[src/rtl/mdu_pkg.sv]
// Shared definitions for the iterative multiply/divide unit.
//   MDU_WIDTH    default operand width (HI/LO are each this wide)
//   mdu_op_e     operation encoding as driven on the op port
//   mdu_state_e  sequencer states: IDLE -> RUN -> FINISH -> IDLE
package mdu_pkg;

  localparam int MDU_WIDTH = 32;

  typedef enum logic [1:0] {
    MDU_MULT  = 2'd0,
    MDU_MULTU = 2'd1,
    MDU_DIV   = 2'd2,
    MDU_DIVU  = 2'd3
  } mdu_op_e;

  typedef enum logic [1:0] {
    S_IDLE,
    S_RUN,
    S_FINISH
  } mdu_state_e;

endpackage

[src/rtl/mul_div_unit.sv]
// Iterative multiply/divide unit with architectural HI/LO registers.
// Runs MULT/MULTU (shift-add) and DIV/DIVU (restoring shift-subtract) over
// WIDTH iterations on a single shared accumulator, then applies the sign fix
// and writes {hi,lo}. Divide by zero completes immediately with a flag.
//   clock        rising-edge clock
//   reset        synchronous, active-high; aborts any op without writeback
//   start/op     launch request and operation, sampled only while idle
//   A, B         multiplicand/dividend and multiplier/divisor
//   mthi/mtlo    write wdata into HI/LO while idle and not starting
//   busy         operation in progress
//   done         one-cycle pulse when hi/lo carry a new result
//   div_by_zero  set with done for a DIV/DIVU with B==0; held until next done
//   hi, lo       architectural HI/LO registers
module mul_div_unit
  import mdu_pkg::*;
#(
  parameter int WIDTH = MDU_WIDTH
) (
  input  logic             clock,
  input  logic             reset,
  input  logic             start,
  input  logic [1:0]       op,
  input  logic [WIDTH-1:0] A,
  input  logic [WIDTH-1:0] B,
  input  logic             mthi,
  input  logic             mtlo,
  input  logic [WIDTH-1:0] wdata,
  output logic             busy,
  output logic             done,
  output logic             div_by_zero,
  output logic [WIDTH-1:0] hi,
  output logic [WIDTH-1:0] lo
);

  localparam int AW = 2 * WIDTH + 1;

  mdu_state_e       state;
  logic [AW-1:0]    acc;       // mul: {carry, partial product, multiplier}; div: {remainder, quotient}
  logic [WIDTH-1:0] opnd;      // multiplicand magnitude (mul) or divisor magnitude (div)
  logic [WIDTH-1:0] count;
  logic             is_div_q;
  logic             neg_q;     // negate product / quotient
  logic             neg_r;     // negate remainder

  // Operand decode for the start-sampling edge.
  mdu_op_e          op_e;
  logic             op_div, op_signed, a_neg, b_neg;
  logic [WIDTH-1:0] a_mag, b_mag;

  // NOTE: every always_comb output gets a value on every path (here by plain
  // straight-line assignment, below by a default first) so no latch is inferred.
  always_comb begin
    op_e      = mdu_op_e'(op);
    op_div    = (op_e == MDU_DIV) || (op_e == MDU_DIVU);
    op_signed = (op_e == MDU_MULT) || (op_e == MDU_DIV);
    a_neg     = op_signed & A[WIDTH-1];
    b_neg     = op_signed & B[WIDTH-1];
    a_mag     = a_neg ? -A : A;
    b_mag     = b_neg ? -B : B;
  end

  // One iteration step of either algorithm, sharing the accumulator.
  logic [WIDTH:0]  mul_sum, div_diff;
  logic [AW-1:0]   div_shift, acc_step;

  always_comb begin
    mul_sum   = {1'b0, acc[2*WIDTH-1:WIDTH]} + {1'b0, opnd};
    div_shift = acc << 1;
    // Bit WIDTH of the difference is the borrow: set when the shifted
    // remainder is smaller than the divisor.
    div_diff  = div_shift[AW-1:WIDTH] - {1'b0, opnd};
    acc_step  = acc >> 1;
    if (is_div_q) begin
      acc_step = div_shift;
      if (!div_diff[WIDTH]) begin
        acc_step[AW-1:WIDTH] = div_diff;
        acc_step[0]          = 1'b1;
      end
    end else if (acc[0]) begin
      acc_step = {mul_sum, acc[WIDTH-1:0]} >> 1;
    end
  end

  // Sign fix applied on the FINISH edge.
  logic [2*WIDTH-1:0] prod_raw, prod_fix;
  logic [WIDTH-1:0]   quo_raw, rem_raw, quo_fix, rem_fix;

  always_comb begin
    prod_raw = acc[2*WIDTH-1:0];
    quo_raw  = acc[WIDTH-1:0];
    rem_raw  = acc[2*WIDTH-1:WIDTH];
    prod_fix = neg_q ? -prod_raw : prod_raw;
    quo_fix  = neg_q ? -quo_raw : quo_raw;
    rem_fix  = neg_r ? -rem_raw : rem_raw;
  end

  // NOTE: the datapath registers carry no reset; they are always loaded on
  // the start edge before anything reads them, so reset would only add fan-out.
  always_ff @(posedge clock) begin
    if (state == S_IDLE && start) begin
      acc      <= op_div ? {{(WIDTH+1){1'b0}}, a_mag} : {{(WIDTH+1){1'b0}}, b_mag};
      opnd     <= op_div ? b_mag : a_mag;
      count    <= '0;
      is_div_q <= op_div;
      neg_q    <= a_neg ^ b_neg;
      neg_r    <= a_neg;
    end else if (state == S_RUN) begin
      acc   <= acc_step;
      count <= count + WIDTH'(1);
    end
  end

  // NOTE: sequential state is written with non-blocking assignments so every
  // register samples pre-edge values regardless of statement order.
  always_ff @(posedge clock) begin
    if (reset) begin
      state       <= S_IDLE;
      hi          <= '0;
      lo          <= '0;
      busy        <= 1'b0;
      done        <= 1'b0;
      div_by_zero <= 1'b0;
    end else begin
      done <= 1'b0;
      case (state)
        S_IDLE: begin
          if (start) begin
            if (op_div && B == '0) begin
              done        <= 1'b1;
              div_by_zero <= 1'b1;
            end else begin
              state <= S_RUN;
              busy  <= 1'b1;
            end
          end else begin
            if (mthi) hi <= wdata;
            if (mtlo) lo <= wdata;
          end
        end
        S_RUN: begin
          if (count == WIDTH'(WIDTH - 1)) state <= S_FINISH;
        end
        S_FINISH: begin
          if (is_div_q) begin
            hi <= rem_fix;
            lo <= quo_fix;
          end else begin
            {hi, lo} <= prod_fix;
          end
          done        <= 1'b1;
          div_by_zero <= 1'b0;
          busy        <= 1'b0;
          state       <= S_IDLE;
        end
        default: state <= S_IDLE;
      endcase
    end
  end

endmodule

[config.mk]
export PLATFORM = sky130hd
export DESIGN_NAME = mul_div_unit
export DESIGN_NICKNAME = d
export VERILOG_FILES = /design/src/rtl/mdu_pkg.sv /design/src/rtl/mul_div_unit.sv
export SDC_FILE = /design/constraint.sdc
export NUM_CORES = 1
export LEC_CHECK = 0
export CAP_MARGIN = 20
export CORE_MARGIN = 5
export CORE_UTILIZATION = 58
export CTS_CLUSTER_DIAMETER = 40
export CTS_CLUSTER_SIZE = 25
export DETAILED_ROUTE_END_ITERATION = 10
export GPL_TIMING_DRIVEN = 0
export HOLD_SLACK_MARGIN = 0.06
export PLACE_DENSITY = 0.83
export RECOVER_POWER = 25
export SETUP_SLACK_MARGIN = 0.4
export SLEW_MARGIN = 20
export SYNTH_ARGS = -nofsm -noshare
export SYNTH_HDL_FRONTEND = slang
export SYNTH_SLANG_ARGS = --single-unit
[constraint.sdc]
create_clock -name clock -period 4.9 [get_ports clock]
set_input_delay 0.98 -clock clock [delete_from_list [all_inputs] [get_ports clock]]
set_output_delay 0.98 -clock clock [all_outputs]
set_load 0.05 [all_outputs]
After elaboration in Yosys (flattened, before gate mapping)
Index checks and enable logic that the tools add are counted.
Widths: inputs -> output; s select.
Cells by class
  bitwise logic cells: 3
  reductions and logical operators: 14
  add/sub/neg operators: 8
  eq/ne operators: 12
  mux-type cells: 34
Operators with widths (number)
  $mux 32: 12
  $mux 65: 3
  $mux 64: 2
  $neg 32->32: 4
  $pmux 32 s2: 2
  $neg 64->64: 1
  $add 32x32->33: 1
  $mux 33: 1
  $sub 33x32->33: 1
  $add 32x1->32 const B: 1
  $eq 32x5->1 const B: 1
  $logic_not 32->1: 1
  $reduce_and 3->1: 5
  $ne 2x2->1 const B: 5
  $mux 1: 7
  $eq 2x2->1 const B: 3
  $mux 2: 3
  $pmux 1 s2: 3
  $logic_not 2->1: 2
  $ne 2x1->1 const B: 2
  $pmux 2 s2: 1
  $reduce_bool 2->1: 2
  $and 1x1->1: 2
  $eq 2x1->1 const B: 1
  other kinds (3): 5
Storage, ports and cells
  input port bits: 103
  output and inout bits: 67
  word-level logic and storage cells: 83
  register bits after elaboration: 201

Longest topological paths before layout
  depth after elaboration: 6
  gate-level depth with buffers: 19
  gate-level depth less buffers: 17

Least setup slack after synthesis
OpenSTA, ideal clock, no wires.
  kind: flip-flop to flip-flop
  start point: reg acc[36]
  end point: reg acc[63], data pin
  path buffers: 2
  arrival: 3.686 ns
  cell stages (with the launch flop): 17
  slack: 0.946 ns
  period minus slack after synthesis: 3.954 ns
  setup time: 0.268 ns
  required time: 4.632 ns
  path through: edfxtp_1 > ha_1 > a21o_1 > a211o_1 > o2111a_1 > o311ai_0 > a21oi_1 > a21o_1 > a21oi_1 > o21ai_0 > ha_1 > clkbuf_1 > nand2b_1 > buf_1 > o22ai_1 > o31ai_1 > o31ai_1
On the way
  cells in the longest elaborated chain, start to end: 5
  elaborated cells between the ends (all ways): 7
  those cells by class: add/sub: 2; mux: 5
RTL lines
  start: declaration: RTL line mul_div_unit.sv:38  | logic [AW-1:0] acc;
  start signal: assignment: RTL line mul_div_unit.sv:101  | acc <= op_div ? {{(WIDTH+1){1'b0}}, a_mag} : {{(WIDTH+1){1'b0}}, b_mag};
  start signal: assignment: RTL line mul_div_unit.sv:108  | acc <= acc_step;
  $sub 33x32->33 or $add 32x32->33 (tied branches): RTL line mul_div_unit.sv:71, mul_div_unit.sv:67
  $mux 33 or $mux 64 (tied branches): RTL line mul_div_unit.sv:75, mul_div_unit.sv:79
  $mux 65 (*): RTL line mul_div_unit.sv:73  | if (is_div_q) begin
  $mux 65 (*): RTL line mul_div_unit.sv:107  | end else if (state == S_RUN) begin
  $mux 65 (*): RTL line mul_div_unit.sv:100  | if (state == S_IDLE && start) begin
Every way passes the cells marked *; elsewhere a longest branch is shown, timed or not. The select of a mux whose other input is x is not followed.
A chain may end at the register's enable or synchronous reset.

Final worst setup path
  start point: reg acc[37]
  end point: reg acc[63], data pin
The elaborated chain is that of the path after synthesis.

==> results.rst <==
.. list-table::
   :header-rows: 1

   * - Metric
     - Value
   * - Internal power summed over all cells
     - 5.02 mW
   * - Number of global-route vias before repair
     - 15,800
   * - Global-route congestion overflow total
     - 0
   * - Final ANT Viol Nets
     - 0
   * - Fraction of final layout cells with drive strength greater than 1
     - 0.0450
   * - Largest area contributor in the netlist
     - sky130_fd_sc_hd__edfxtp_1
   * - Post-layout instance count excluding filler cells
     - 2,518
   * - Final min period
     - 4.34 ns
   * - First-iteration detailed-routing DRC count
     - 2,084
   * - Endpoint required time on the critical path
     - 5.17 ns
   * - # diodes
     - 0
   * - Number of placed instances, taps included
     - 2,453
   * - First-pass GRT wire length
     - 88,100 um
   * - Origin of the worst min-delay path
     - hi[14]
   * - Maximum VDD drop
     - 0.293 mV
   * - Synth Register Bits
     - 201
   * - Syn nets
     - 2,119
   * - Total wirelength of the detailed-routed design
     - 57,900 um
   * - Die span in x
     - 176 um
   * - R2R depth
     - 16
   * - Leading cell types by total area after synthesis
     - sky130_fd_sc_hd__edfxtp_1, sky130_fd_sc_hd__dfxtp_1, sky130_fd_sc_hd__a21oi_1
   * - Type of destination of the critical path
     - flip-flop
   * - Most common library cell in the layout ignoring fill and taps
     - sky130_fd_sc_hd__nor2_1
   * - Clock sinks
     - 201
   * - Worst rel slew slack
     - -0.0420
   * - H-tree level count
     - 1
   * - Final-report setup violation count
     - 0
   * - Combinational fraction of design power
     - 0.483
   * - Largest net degree at the start of global routing
     - 56
   * - DIE AREA
     - 30,800 um^2
   * - Sequential cell fraction of total power
     - 0.274
   * - Final period utilization
     - 0.886
   * - Most instantiated flip-flop cell in the synthesis netlist
     - sky130_fd_sc_hd__dfxtp_1
   * - Worst slack at placement
     - -0.402 ns
   * - Count of input and output buffers
     - 167
   * - Crit Path Class
     - reg -> reg
   * - Setup slack after layout
     - 0.556 ns
   * - Number of instances in the synthesized netlist
     - 1,943
   * - Initial antenna violation count
     - 0
   * - Fraction of the yosys area taken by sequential cells
     - 0.316
   * - Maximum count of clock buffers along a single path
     - 3
   * - Power share of the clock group
     - 0.243
   * - Ratio of total power to cell area
     - 474 nW/um^2
   * - Worst hold path stage count
     - 2
   * - Design area
     - 19,200 um^2
   * - Clock-pin slew of the registers on the worst-case setup and hold paths
     - 0.06 ns
   * - Number of vias per cell after detailed routing
     - 6.48
   * - Routed via count
     - 16,300
   * - Number of ports placed on the die boundary
     - 170
   * - Area share of the largest cell type after synthesis
     - 0.189
   * - Category of cells accounting for the largest share of critical-path delay
     - compound AO/OA/AOI/OAI gates
   * - Flop2flop setup slack
     - 0.56 ns
   * - Net Sw Frac
     - 0.449
   * - NetSw
     - 4.09 mW
   * - Post-place instance area
     - 18,100 um^2
   * - Leakage dissipation
     - 7.43 nW
   * - Slowest cell delay on critical path
     - 0.55 ns
   * - Clock insertion delay at the later pin of the skew report
     - 0.56 ns
   * - Setup Skew
     - 0.0212 ns
   * - Yosys cell types
     - 77
   * - Net count, final
     - 2,329
   * - CTS Hold Bufs
     - 0
   * - Effective utilization at floorplan
     - 0.590
   * - Critical register-to-register path endpoint
     - acc[63]
   * - Fmax
     - 230 MHz
   * - Critical path data arrival time
     - 4.62 ns
   * - Worst flop-to-flop path startpoint
     - acc[37]
   * - Layout Area Growth over Synthesis
     - 20.8%
   * - Fill cells
     - 2,181
   * - Average footprint of a synthesized cell
     - 8.19 um^2
   * - Worst slew pin tran
     - 1.56 ns
   * - Max-slew violation count
     - 56
   * - Share of synthesized registers carrying an async set or reset
     - 0
   * - Number of standard-cell rows in the floorplan
     - 60
   * - Mapped cell area
     - 15,900 um^2
   * - Crit path buffers/inverters
     - 2
   * - Crit-path slowest cell
     - sky130_fd_sc_hd__edfxtp_1
   * - Setup repair after global routing missed its margin
     - false
   * - Total Neg Setup Slack
     - 0 ns
   * - CP startpoint kind
     - flip-flop
   * - Detailed-route wire length per cell
     - 23.0 um
   * - Class of the tightest hold or removal check
     - reg -> reg
   * - Core region area
     - 27,000 um^2
   * - Chip height
     - 176 um
   * - Violations in the final reports
     - max-capacitance violations, max-slew violations
   * - Final-layout worst hold slack
     - 0.472 ns
   * - TritonCTS clock tree
     - yes
   * - Drt pass-1 iters
     - 5
   * - Synthesis warning total
     - 0
   * - Number of buffers added by the clock tree synthesis step
     - 31
   * - Maximum fanout along the worst path
     - 9
   * - Maxcap violations
     - 1
   * - Cell Chain, Critical Path
     - ha_1 -> o21a_1 -> or2_2 -> o2111a_2 -> o311ai_4 -> a21oi_2 -> a21o_1 -> a21oi_1 -> o21ai_1 -> ha_1 -> buf_2 -> nand2b_1 -> buf_2 -> o22ai_1 -> o31ai_1 -> o31ai_1
   * - Hold-critical path endpoint
     - hi[14]
   * - Placer congestion estimate
     - 0.998
   * - Final hold violations
     - 0
   * - Most frequent cells in the layout
     - sky130_fd_sc_hd__nor2_1, sky130_fd_sc_hd__a21oi_1, sky130_fd_sc_hd__clkdlybuf4s50_1
   * - Run status
     - complete, but fails checks
   * - Post-route DRC
     - 0
   * - CTS root buf
     - sky130_fd_sc_hd__clkbuf_16
   * - Number of flops mapped to enable cells by yosys
     - 100
   * - Global-route usage over all layers
     - 0.359
   * - Post-DP HPWL
     - 45,400 um
[kinds of logic (layout without fill, tap and decap cells)]
group / Yosys count / after routing / synth area share
AOI/OAI and AO/OA: 577 / 577 / 0.229
muxes: 103 / 103 / 0.0650
xor gates and xnor gates: 194 / 194 / 0.107
and+or+nand+nor: 608 / 608 / 0.181
adders and majority gates: 73 / 73 / 0.0584
DFF: 201 / 201 / 0.316
buffers and inverters: 187 / 421 / 0.0442
[worst max path at each step]
stage,slack (ns),depth (start not counted),to,start
3_5_place_dp,-0.40,17,acc[49],acc[31]
6_report,0.56,16,acc[63],acc[37]
3_3_place_gp,-0.37,17,acc[49],acc[31]
2_1_floorplan,0.95,16,acc[63],acc[36]
4_1_cts,0.42,16,acc[63],acc[36]
5_1_grt,0.40,17,acc[63],opnd[5]
[repair_timing]
item / 4_1_cts / 5_1_grt
gates resized for setup: 9 / 8
buffers inserted: 1 / 7
endpoints found under the setup margin: 32 / 31
pin swaps: 0 / 1
[worst register-to-register path: stages, from the launching register on]
cell and delay (ns):
sky130_fd_sc_hd__edfxtp_1 0.55, sky130_fd_sc_hd__ha_1 0.42, sky130_fd_sc_hd__o21a_1 0.24, sky130_fd_sc_hd__or2_2 0.28, sky130_fd_sc_hd__o2111a_2 0.19, sky130_fd_sc_hd__o311ai_4 0.35
sky130_fd_sc_hd__a21oi_2 0.13, sky130_fd_sc_hd__a21o_1 0.22, sky130_fd_sc_hd__a21oi_1 0.16, sky130_fd_sc_hd__o21ai_1 0.10, sky130_fd_sc_hd__ha_1 0.29, sky130_fd_sc_hd__buf_2 0.23
sky130_fd_sc_hd__nand2b_1 0.13, sky130_fd_sc_hd__buf_2 0.24, sky130_fd_sc_hd__o22ai_1 0.12, sky130_fd_sc_hd__o31ai_1 0.29, sky130_fd_sc_hd__o31ai_1 0.11
[synth_stat cells (7+ instances only)]
master	count
sky130_fd_sc_hd__nand3_1	30
sky130_fd_sc_hd__a221oi_1	11
sky130_fd_sc_hd__o41ai_1	12
sky130_fd_sc_hd__nand2_1	122
sky130_fd_sc_hd__o21a_1	10
sky130_fd_sc_hd__nor2b_1	17
sky130_fd_sc_hd__edfxtp_1	100
sky130_fd_sc_hd__inv_1	73
sky130_fd_sc_hd__nand2b_1	17
sky130_fd_sc_hd__nor4_1	21
sky130_fd_sc_hd__or2_2	7
sky130_fd_sc_hd__o21ai_0	99
sky130_fd_sc_hd__ha_1	71
sky130_fd_sc_hd__or3_1	20
sky130_fd_sc_hd__o22ai_1	16
sky130_fd_sc_hd__xnor2_1	108
sky130_fd_sc_hd__dfxtp_1	101
sky130_fd_sc_hd__a311oi_1	8
sky130_fd_sc_hd__and2_1	7
sky130_fd_sc_hd__a2111oi_0	7
sky130_fd_sc_hd__o31ai_1	22
sky130_fd_sc_hd__clkbuf_1	91
sky130_fd_sc_hd__buf_1	20
sky130_fd_sc_hd__a211oi_1	80
sky130_fd_sc_hd__a21o_1	28
sky130_fd_sc_hd__and3_1	18
sky130_fd_sc_hd__xor2_1	86
sky130_fd_sc_hd__or4_1	9
sky130_fd_sc_hd__nand4_1	21
sky130_fd_sc_hd__nor3_1	44
sky130_fd_sc_hd__nor2_1	246
sky130_fd_sc_hd__mux2i_1	101
sky130_fd_sc_hd__a21oi_1	212
sky130_fd_sc_hd__a31oi_1	12
sky130_fd_sc_hd__o21bai_1	11
sky130_fd_sc_hd__o211ai_1	8
[sequential cells by signal, indices dropped and copies added (netlist names)]
| register | count |
|---|---|
| acc | 65 |
| count | 32 |
| hi | 32 |
| lo | 32 |
| opnd | 32 |
| state | 2 |
| busy | 1 |
| div_by_zero | 1 |
| done | 1 |
| is_div_q | 1 |
| neg_q | 1 |
| neg_r | 1 |
[cell type report]
| cell class | count | area, um^2 | area share |
|---|---|---|---|
| clock inverter | 25 | 274 | 0.0143 |
| multi-input combinational | 1555 | 10200 | 0.532 |
| clock buffer | 32 | 790 | 0.0411 |
| timing repair buffer | 177 | 1760 | 0.0918 |
| buffer | 112 | 429 | 0.0223 |
| tap | 341 | 427 | 0.0222 |
| inverter | 75 | 283 | 0.0147 |
| sequential | 201 | 5020 | 0.261 |
[power groups by stage]
stage | clock (mW) | combinational, mW | sequential, mW
2_1_floorplan | 0 | 2.97 | 2.43
3_3_place_gp | 0 | 4.13 | 2.53
3_5_place_dp | 0 | 4.20 | 2.53
4_1_cts | 2.21 | 4.25 | 2.49
5_1_grt | 2.29 | 4.75 | 2.51
6_report | 2.22 | 4.40 | 2.50
[routing by layer]
layer  track usage  wire length (um)
met2         0.586             26500
met4         0.137              2630
met1         0.476             23300
met3        0.0637              5420
met5             0                 0
[stage by stage]
| stage | power [mW] | utilization |
|---|---|---|
| 2_1_floorplan | 5.40 | - |
| 3_3_place_gp | 6.65 | 0.668 |
| 3_5_place_dp | 6.72 | 0.670 |
| 4_1_cts | 8.95 | 0.711 |
| 5_1_grt | 9.55 | 0.713 |
| 6_report | 9.12 | 0.713 |
(Power assumes the default switching activity.)
